**config.mk**
```make
export PLATFORM = sky130hd
export DESIGN_NAME = util_gmii_crossover
export DESIGN_NICKNAME = d
export VERILOG_FILES = /design/src/rtl/util_gmii_crossover_pkg.sv /design/src/rtl/util_gmii_xfer.sv /design/src/rtl/util_gmii_crossover.sv
export SDC_FILE = /design/constraint.sdc
export NUM_CORES = 1
export LEC_CHECK = 0
export CAP_MARGIN = 20
export CORE_ASPECT_RATIO = 2
export CORE_MARGIN = 1
export CORE_UTILIZATION = 53
export DETAILED_ROUTE_END_ITERATION = 8
export PLACE_DENSITY = 0.81
export REMOVE_ABC_BUFFERS = 1
export SLEW_MARGIN = 0
export SYNTH_ARGS = -nofsm -noshare
export SYNTH_HDL_FRONTEND = slang
export SYNTH_SLANG_ARGS = --single-unit
```
**constraint.sdc**
```tcl
create_clock -name clk -period 8 [get_ports clk]
set_input_delay 1.6 -clock clk [delete_from_list [all_inputs] [get_ports clk]]
set_output_delay 1.6 -clock clk [all_outputs]
set_load 0.05 [all_outputs]
```
**src/rtl/util_gmii_crossover_pkg.sv**
```systemverilog
// Shared definitions for the GMII crossover: data width, per-direction FSM
// encoding, pipeline beat layout and legal parameter ranges.
package util_gmii_crossover_pkg;

    localparam int GMII_W      = 8;
    localparam int LATENCY_MIN = 1;
    localparam int LATENCY_MAX = 8;
    localparam int CNT_W_MIN   = 8;
    localparam int CNT_W_MAX   = 32;

    typedef enum logic [1:0] {
        XFER_IDLE = 2'd0,
        XFER_PASS = 2'd1,
        XFER_DROP = 2'd2
    } xfer_state_e;

    typedef struct packed {
        logic              dv;
        logic              er;
        logic [GMII_W-1:0] d;
    } gmii_beat_t;

endpackage

```
**src/rtl/util_gmii_xfer.sv**
```systemverilog
// One crossover direction: frame-aware forward/drop FSM, fixed-depth output
// pipeline and saturating frame/drop/error counters.
module util_gmii_xfer
    import util_gmii_crossover_pkg::*;
#(
    parameter int LATENCY = 2,
    parameter int CNT_W   = 32
) (
    input  logic              clk,
    input  logic              rst_n,
    input  logic [GMII_W-1:0] txd,
    input  logic              tx_en,
    input  logic              tx_er,
    input  logic              en,
    input  logic              clear_counters,
    output logic [GMII_W-1:0] rxd,
    output logic              rx_dv,
    output logic              rx_er,
    output logic [CNT_W-1:0]  frames,
    output logic [CNT_W-1:0]  drops,
    output logic [CNT_W-1:0]  errors
);

    localparam logic [CNT_W-1:0] CNT_MAX = {CNT_W{1'b1}};
    localparam logic [CNT_W-1:0] CNT_ONE = {{(CNT_W-1){1'b0}}, 1'b1};

    xfer_state_e      state_q, state_d;
    logic             tx_en_prev_q, tx_en_prev_d;
    logic             armed_q, armed_d;
    logic             err_seen_q, err_seen_d;
    gmii_beat_t       pipe_q [LATENCY];
    gmii_beat_t       pipe_d [LATENCY];
    logic [CNT_W-1:0] frames_q, frames_d;
    logic [CNT_W-1:0] drops_q, drops_d;
    logic [CNT_W-1:0] errors_q, errors_d;

    logic frame_start;
    logic fwd;
    logic frame_done;
    logic drop_start;

    // armed_q stays low after reset until tx_en is seen low, so a frame
    // already in flight across reset is never taken as a new frame start.
    assign frame_start = tx_en && !tx_en_prev_q && armed_q;

    always_ff @(posedge clk or negedge rst_n) begin
        if (!rst_n) begin
            state_q <= XFER_IDLE;
        end else begin
            state_q <= state_d;
        end
    end

    always_comb begin
        state_d = state_q;
        case (state_q)
            XFER_IDLE: begin
                if (frame_start) begin
                    state_d = en ? XFER_PASS : XFER_DROP;
                end
            end
            XFER_PASS, XFER_DROP: begin
                if (!tx_en) begin
                    state_d = XFER_IDLE;
                end
            end
            default: state_d = XFER_IDLE;
        endcase
    end

    always_comb begin
        fwd        = 1'b0;
        frame_done = 1'b0;
        drop_start = 1'b0;
        case (state_q)
            XFER_IDLE: begin
                fwd        = frame_start && en;
                drop_start = frame_start && !en;
            end
            XFER_PASS: begin
                fwd        = tx_en;
                frame_done = !tx_en;
            end
            default: ;
        endcase
    end

    function automatic logic [CNT_W-1:0] cnt_next(
        input logic [CNT_W-1:0] cur,
        input logic             inc,
        input logic             clr
    );
        if (clr) begin
            return '0;
        end
        if (inc && (cur != CNT_MAX)) begin
            return cur + CNT_ONE;
        end
        return cur;
    endfunction

    always_comb begin
        tx_en_prev_d = tx_en;
        armed_d      = armed_q | !tx_en;

        err_seen_d = err_seen_q;
        if (state_q == XFER_IDLE) begin
            err_seen_d = fwd & tx_er;
        end else if (fwd) begin
            err_seen_d = err_seen_q | tx_er;
        end

        pipe_d[0] = '0;
        if (fwd) begin
            pipe_d[0].dv = 1'b1;
            pipe_d[0].er = tx_er;
            pipe_d[0].d  = txd;
        end
        for (int i = 1; i < LATENCY; i++) begin
            pipe_d[i] = pipe_q[i-1];
        end

        frames_d = cnt_next(frames_q, frame_done, clear_counters);
        errors_d = cnt_next(errors_q, frame_done && err_seen_q, clear_counters);
        drops_d  = cnt_next(drops_q, drop_start, clear_counters);
    end

    always_ff @(posedge clk or negedge rst_n) begin
        if (!rst_n) begin
            tx_en_prev_q <= 1'b0;
            armed_q      <= 1'b0;
            err_seen_q   <= 1'b0;
            for (int i = 0; i < LATENCY; i++) begin
                pipe_q[i] <= '0;
            end
            frames_q <= '0;
            drops_q  <= '0;
            errors_q <= '0;
        end else begin
            tx_en_prev_q <= tx_en_prev_d;
            armed_q      <= armed_d;
            err_seen_q   <= err_seen_d;
            for (int i = 0; i < LATENCY; i++) begin
                pipe_q[i] <= pipe_d[i];
            end
            frames_q <= frames_d;
            drops_q  <= drops_d;
            errors_q <= errors_d;
        end
    end

    assign rxd    = pipe_q[LATENCY-1].d;
    assign rx_dv  = pipe_q[LATENCY-1].dv;
    assign rx_er  = pipe_q[LATENCY-1].er;
    assign frames = frames_q;
    assign drops  = drops_q;
    assign errors = errors_q;

endmodule

```
**src/rtl/util_gmii_crossover.sv**
```systemverilog
// GMII MAC-to-MAC crossover: A transmit feeds B receive and vice versa, each
// through an independent util_gmii_xfer, behind a shared reset synchroniser.
module util_gmii_crossover
    import util_gmii_crossover_pkg::*;
#(
    parameter int LATENCY = 2,
    parameter int CNT_W   = 32
) (
    input  logic              clk,
    input  logic              rst_n,
    input  logic [GMII_W-1:0] s_gmii_a_txd,
    input  logic              s_gmii_a_tx_en,
    input  logic              s_gmii_a_tx_er,
    output logic [GMII_W-1:0] s_gmii_a_rxd,
    output logic              s_gmii_a_rx_dv,
    output logic              s_gmii_a_rx_er,
    input  logic [GMII_W-1:0] s_gmii_b_txd,
    input  logic              s_gmii_b_tx_en,
    input  logic              s_gmii_b_tx_er,
    output logic [GMII_W-1:0] s_gmii_b_rxd,
    output logic              s_gmii_b_rx_dv,
    output logic              s_gmii_b_rx_er,
    input  logic              ab_en,
    input  logic              ba_en,
    input  logic              clear_counters,
    output logic [CNT_W-1:0]  ab_frames,
    output logic [CNT_W-1:0]  ab_drops,
    output logic [CNT_W-1:0]  ab_errors,
    output logic [CNT_W-1:0]  ba_frames,
    output logic [CNT_W-1:0]  ba_drops,
    output logic [CNT_W-1:0]  ba_errors
);

    logic [1:0] rst_sync_q, rst_sync_d;
    logic       rst_n_sync;

    // Assertion propagates asynchronously; release takes two clock edges.
    always_comb begin
        rst_sync_d = {rst_sync_q[0], 1'b1};
    end

    always_ff @(posedge clk or negedge rst_n) begin
        if (!rst_n) begin
            rst_sync_q <= 2'b00;
        end else begin
            rst_sync_q <= rst_sync_d;
        end
    end

    assign rst_n_sync = rst_sync_q[1];

    util_gmii_xfer #(
        .LATENCY (LATENCY),
        .CNT_W   (CNT_W)
    ) u_xfer_ab (
        .clk            (clk),
        .rst_n          (rst_n_sync),
        .txd            (s_gmii_a_txd),
        .tx_en          (s_gmii_a_tx_en),
        .tx_er          (s_gmii_a_tx_er),
        .en             (ab_en),
        .clear_counters (clear_counters),
        .rxd            (s_gmii_b_rxd),
        .rx_dv          (s_gmii_b_rx_dv),
        .rx_er          (s_gmii_b_rx_er),
        .frames         (ab_frames),
        .drops          (ab_drops),
        .errors         (ab_errors)
    );

    util_gmii_xfer #(
        .LATENCY (LATENCY),
        .CNT_W   (CNT_W)
    ) u_xfer_ba (
        .clk            (clk),
        .rst_n          (rst_n_sync),
        .txd            (s_gmii_b_txd),
        .tx_en          (s_gmii_b_tx_en),
        .tx_er          (s_gmii_b_tx_er),
        .en             (ba_en),
        .clear_counters (clear_counters),
        .rxd            (s_gmii_a_rxd),
        .rx_dv          (s_gmii_a_rx_dv),
        .rx_er          (s_gmii_a_rx_er),
        .frames         (ba_frames),
        .drops          (ba_drops),
        .errors         (ba_errors)
    );

endmodule

```
=== Word level (Yosys, flattened, before mapping) ===
Index checks and enable logic that the tools add are counted.

* Bits in latches: 0
* Memories kept: 0
* Input bits: 25
* Word-level logic and storage cells: 141
* Register bits: 244
* Bits in read-only memories: 0
* Bits in writable memories: 0

* Eq/ne operators: 14
* Div/mod/pow operators: 0
* Muxes and demuxes: 52
* $lt $le $gt $ge: 0
* Bitwise logic cells: 6
* $add $sub $neg: 6
* Reductions and logical operators: 36
* Multiply operators: 0
* Shift operators: 0

{| class="wikitable"
|+ Operators with widths
! operator !! number
|-
| 2-to-1 mux 32 bit || 19
|-
| adder 32 x 1 -> 32 bit (second input constant) || 6
|-
| != test 32 bit (second input constant) || 6
|-
| 2-to-1 mux 1 bit || 21
|-
| 2-to-1 mux 10 bit || 2
|-
| logical AND 1 bit || 16
|-
| nonzero test 2 bit || 8
|-
| 2-to-1 mux 2 bit || 6
|-
| one-hot mux 2 bit (2 select lines) || 2
|-
| logical NOT 1 bit || 6
|-
| == test 2 x 1 -> 1 bit (second input constant) || 2
|-
| == test 2 bit (second input constant) || 2
|-
| logical NOT 2 bit || 2
|-
| != test 2 x 1 -> 1 bit (second input constant) || 2
|-
| != test 2 bit (second input constant) || 2
|-
| bitwise OR 1 bit || 4
|-
| one-hot mux 1 bit (2 select lines) || 2
|-
| AND reduction 2 bit || 2
|-
| OR reduction 2 bit || 2
|-
| bitwise AND 1 bit || 2
|}

=== Longest topological paths before layout ===
* Depth after elaboration: 10
* Gate-level depth with buffers: 9
* Depth with buffers taken out: 7

=== Cells and area by module ===
A second synthesis with hierarchy kept.

* Cells, all modules: 1265
* Area total of the unflattened synthesis: 12253.0 µm²

{| class="wikitable"
|+ By module, submodules not included
! module !! area an instance (µm²) !! cells each !! seq. area each (µm²) !! instances
|-
| util_gmii_xfer || 6099.6 || 631 || 3027.9 || 2
|-
| util_gmii_crossover || 53.8 || 3 || 50.0 || 1
|}

=== Worst setup path after synthesis ===
OpenSTA, ideal clock, no wires.

* Path type: input to register
* Start: input s_gmii_a_tx_en
* End: register u_xfer_ab.frames_q[31], in the netlist u_xfer_ab.frames[31]
* Path slack: 4465 ps
* Library setup time: 78 ps
* Stages on the path: 6
* Arrival time: 3457 ps
* Cell sequence: nand2b_4 or4_1 buf_2 or4_4 or4_1 a21oi_1

* Cells in the longest elaborated chain, start to end: 6
* Elaborated cells on any way between the ends: 9
* Classes of those cells: mux (6); reduce/logical (3)

{| class="wikitable"
|+ Ends and longest elaborated chain
! element !! line !! text
|-
| from (decl) || util_gmii_crossover.sv:12 || <nowiki>input logic s_gmii_a_tx_en,</nowiki>
|-
| logical NOT 1 bit (*) || - ||
|-
| 2-to-1 mux 1 bit (*) || util_gmii_xfer.sv:75 || <nowiki>case (state_q)</nowiki>
|-
| logical AND 1 bit (*) || util_gmii_xfer.sv:96 || <nowiki>if (inc && (cur != CNT_MAX)) begin</nowiki>
|-
| 2-to-1 mux 32 bit / 2-to-1 mux 1 bit (equally long branches) || util_gmii_xfer.sv:96 ||
|-
| 2-to-1 mux 32 bit / 2-to-1 mux 1 bit (equally long branches) || util_gmii_xfer.sv:99, util_gmii_xfer.sv:96 ||
|-
| 2-to-1 mux 32 bit / nonzero test 2 bit (equally long branches) || - ||
|-
| to (signal assigned) || util_gmii_xfer.sv:146 || <nowiki>frames_q <= frames_d;</nowiki>
|-
| to (decl) || util_gmii_xfer.sv:33 || <nowiki>logic [CNT_W-1:0] frames_q, frames_d;</nowiki>
|}

Mark *: on every way between the ends. The rest lies on a longest branch, timed or not. The select of a mux whose other input is x is not followed.
A chain may end at the register's enable or synchronous reset.

=== Final worst setup path ===
* Start: input s_gmii_a_tx_en
* End: register u_xfer_ab.errors_q[27], in the netlist u_xfer_ab.errors[27]

* Cells in the longest elaborated chain, start to end: 7
* Elaborated cells on any way between the ends: 10
* Classes of those cells: mux (6); reduce/logical (4)

{| class="wikitable"
|+ Ends and longest elaborated chain
! element !! line !! text
|-
| logical NOT 1 bit (*) || - ||
|-
| 2-to-1 mux 1 bit (*) || util_gmii_xfer.sv:75 ||
|-
| logical AND 1 bit (*) || util_gmii_xfer.sv:124 || <nowiki>errors_d = cnt_next(errors_q, frame_done && err_seen_q, clear_counters);</nowiki>
|-
| logical AND 1 bit (*) || util_gmii_xfer.sv:96 ||
|-
| 2-to-1 mux 32 bit / 2-to-1 mux 1 bit (equally long branches) || util_gmii_xfer.sv:96 ||
|-
| 2-to-1 mux 32 bit / 2-to-1 mux 1 bit (equally long branches) || util_gmii_xfer.sv:99, util_gmii_xfer.sv:96 ||
|-
| 2-to-1 mux 32 bit / nonzero test 2 bit (equally long branches) || - ||
|-
| to (signal assigned) || util_gmii_xfer.sv:148 || <nowiki>errors_q <= errors_d;</nowiki>
|-
| to (decl) || util_gmii_xfer.sv:35 || <nowiki>logic [CNT_W-1:0] errors_q, errors_d;</nowiki>
|}

Marks and branches as above.

==> impl_results.md <==
* F_max at roughly 0.24 GHz
* Slew headroom at 29.3%
* RR Endpoint: u_xfer_ab.errors[27]$_DFFE_PN0P_
* Fin crit period at about 4.1 ns
* # nets final at 1566
* Final Hold Fails at 0
* Crit end category: flip-flop
* CP top delay family: simple AND/OR/NAND/NOR gates
* Avg Cell Area, Syn at about 9.4 um^2
* Final Util at 69.0%
* Die footprint at 24100 um^2
* Post-CTS setup buffers at 0
* Fill count at roughly 1800
* Ports at 237
* Setup Skew at 0.0145 ns
* Share of the synthesized area in the top cell type at 49.2%
* Ys async rst share at 100%
* CP peak stage delay at 0.93 ns
* Startpoint class of the critical path: input port
* Row cnt at between 70 and 80
* First-pass GRT wire length at roughly 55 mm
* CP Cell Sequence: clkdlybuf4s50_1, nand3b_1, nor3_1, nand2_1, or4_1, a21oi_1
* GP Congestion at 0.868
* DRC viols at 0
* Fin crit share at 51.8%
* Total of max-cap violations at 0
* Layout cell share with drive strength beyond 1 at around 6%
* R2r worst-path depth at 7
* Largest net degree at the start of global routing at 88
* Maximum vdd drop at between 0.00015 and 0.0002 V
* Synth Flop Type: dfrtp_1
* Max Slew Vio Count at 0
* Die span in x at 110 um
* Yosys Warn Count at 0
* Synthesized flop and latch total at about 240
* Post-cts gate resize count at 0
* CP max FO at 16
* R2R setup slack at 4.87 ns
* Most frequent cell after synthesis: dfrtp_1
* Via Count at approximately 11000
* Initial DRC count at around 750
* Worst Path Required at 8.44 ns
* Post-Syn Area at around 12000 um^2
* Critical Path AT at 4.58 ns
* Number of vias per cell at 6.26
* CTS tree: done
* Vias in the first global route at 11100
* First drt pass iteration count at 5
* Crit path buf inv count at 1
* RSZ-0062 raised after global routing: no
* GRT Residual Overflow at 0
* Final hold slack at 0.344 ns
* Leading area contributor after synthesis: dfrtp_1
* Setup TNS at 0 ns
* Total Wirelength at between 30 and 40 mm
* GRT Util Overall at 28.2%
* Critical path class: input port to flip-flop
* Initial Util at 54.4%
* H-Tree Level Count at 1
* Vert. Die Dim at around 220 um
* Core area at 22800 um^2
* Initial antenna violation count at 1
* Lkg Pwr at slightly below 6 nW
* Number of hold buffers added after CTS at 0
* Post-DP HPWL at 23.6 mm
* Post-Syn Instances at ~1300
* Commonest cells post-synth: 244 x dfrtp_1, 132 x a21oi_1, 91 x nand2_1, 79 x o21ai_0, 76 x nor2_1
* CTS Sinks at 244
* Actual slew at the worst max-slew pin at 1.06 ns
* Slowest CP cell: nor3_1
* Clk buf depth at 3
* Clk slew on worst S/H paths at 0.06 ns
* CTS Root Buffer Type: clkbuf_16
* Routed WL per cell at 18.4 um
* PortBufs at 236
* Synth-to-Final Area Change at 26.9%
* Hold Crit Class: flip-flop to asynchronous set/reset pin
* Largest cells by area after synthesis: dfrtp_1 49%, a21oi_1 5.3%, or4_1 4.0%
* PD cells at around 170 nW/um^2
* Clk_lat worst skew at 0.52 ns
* Post-route ant nets at 0
* Count of cell types in the netlist at between 50 and 60
* Setup violators final at 0
* R2R Path Start: u_xfer_ab.state_q[1]$_DFFE_PN0P_
* TritonCTS buffer count at 23
* Post-synth EDFFs at 0
* Sequential share of the synthesized area at 49.2%
* Status: finished, final reports clean
* Worst Setup SP: s_gmii_a_tx_en
[final cells by class]
type                       count  area (um^2)  area share (%)
multi-input combinational    981         5950            37.8
clock buffer                  29          628            3.99
antenna                        1         2.50          0.0159
inverter                      32          120           0.762
sequential                   244         6110            38.8
tap                          280          350            2.22
timing repair buffer         249         2480            15.7
clock inverter                12          119           0.754
[per-layer routing]
| layer | vias to the layer above | track usage [%] | part of all wire [%] |
|---|---|---|---|
| met5 | - | 0 | 0 |
| met4 | 0 | 13.2 | 4.5 |
| met3 | 88 | 5.46 | 5.9 |
| met2 | 383 | 51.5 | 54 |
| met1 | 5586 | 30.3 | 36 |
| li1 | 5384 | - | - |
[layout by cell type (no fill, tap or decap), types with 9 or more instances in the layout]
| cell type | count |
|---|---|
| o31a_1 | 9 |
| nand3_1 | 70 |
| o21ai_0 | 79 |
| nand4_1 | 58 |
| a21oi_1 | 132 |
| clkdlybuf4s50_1 | 235 |
| inv_1 | 32 |
| or3_1 | 73 |
| or4_1 | 66 |
| mux2_2 | 25 |
| dfrtp_1 | 243 |
| nor2_1 | 76 |
| nor2b_1 | 42 |
| and3_1 | 16 |
| o31ai_1 | 61 |
| buf_4 | 11 |
| ha_1 | 10 |
| and4_1 | 19 |
| clkbuf_16 | 23 |
| nand2_1 | 91 |
| nor4_1 | 33 |
| nor3_1 | 19 |
| xnor2_1 | 15 |
[how the worst max path moves through the flow]
stage                                       end  slack, ns  cells past startpoint
4_1_cts        u_xfer_ab.errors[27]$_DFFE_PN0P_       3.92                      6
2_1_floorplan       u_xfer_ab.armed_q$_DFF_PN0_       0.70                      0
6_report       u_xfer_ab.errors[27]$_DFFE_PN0P_       3.85                      6
3_5_place_dp   u_xfer_ab.errors[27]$_DFFE_PN0P_       3.39                      6
3_3_place_gp   u_xfer_ab.errors[27]$_DFFE_PN0P_       3.44                      6
5_1_grt        u_xfer_ab.errors[27]$_DFFE_PN0P_       3.57                      6
[power breakdown]
group / switching (W) / leakage (nW) / internal (W)
clock: 0.000482 / 0.369 / 0.000623
sequential: 0.0000299 / 3.37 / 0.00128
combinational: 0.000196 / 2.15 / 0.0000858
[per-stage QoR]
step | instance area (um^2) | total power, W | setup slack, ns | cells
2_1_floorplan | 12200 | 0.00150 | 0.697 | 1257
3_3_place_gp | 15000 | 0.00161 | 3.44 | 1784
3_5_place_dp | 15000 | 0.00162 | 3.39 | 1784
4_1_cts | 15700 | 0.00272 | 3.92 | 1825
5_1_grt | 15800 | 0.00279 | 3.57 | 1828
6_report | 15800 | 0.00270 | 3.85 | 1828
[state kept, by name, indices dropped and copies added (netlist names), 2 cells and up]
name               cells
rst_sync_q             2
u_xfer_ab.drops       32
u_xfer_ab.errors      32
u_xfer_ab.frames      32
u_xfer_ab.pipe_d      10
u_xfer_ab.rxd          8
u_xfer_ab.state_q      2
u_xfer_ba.drops       32
u_xfer_ba.errors      32
u_xfer_ba.frames      32
u_xfer_ba.pipe_d      10
u_xfer_ba.rxd          8
u_xfer_ba.state_q      2
[kinds of logic (layout without fill, tap and decap cells)]
kind of cell / Yosys count / in the layout / synth area share (%)
simple gates: 603 / 603 / 27.6
compound gates: 317 / 317 / 15.2
flops: 244 / 244 / 49.2
buf+inv: 98 / 322 / 3.01
mux: 29 / 29 / 2.59
xor+xnor: 21 / 21 / 1.48
fa+ha+maj: 10 / 10 / 1.01
other cells: 1 / 2 / 0.0302
Power figures use the tool's default switching activity.
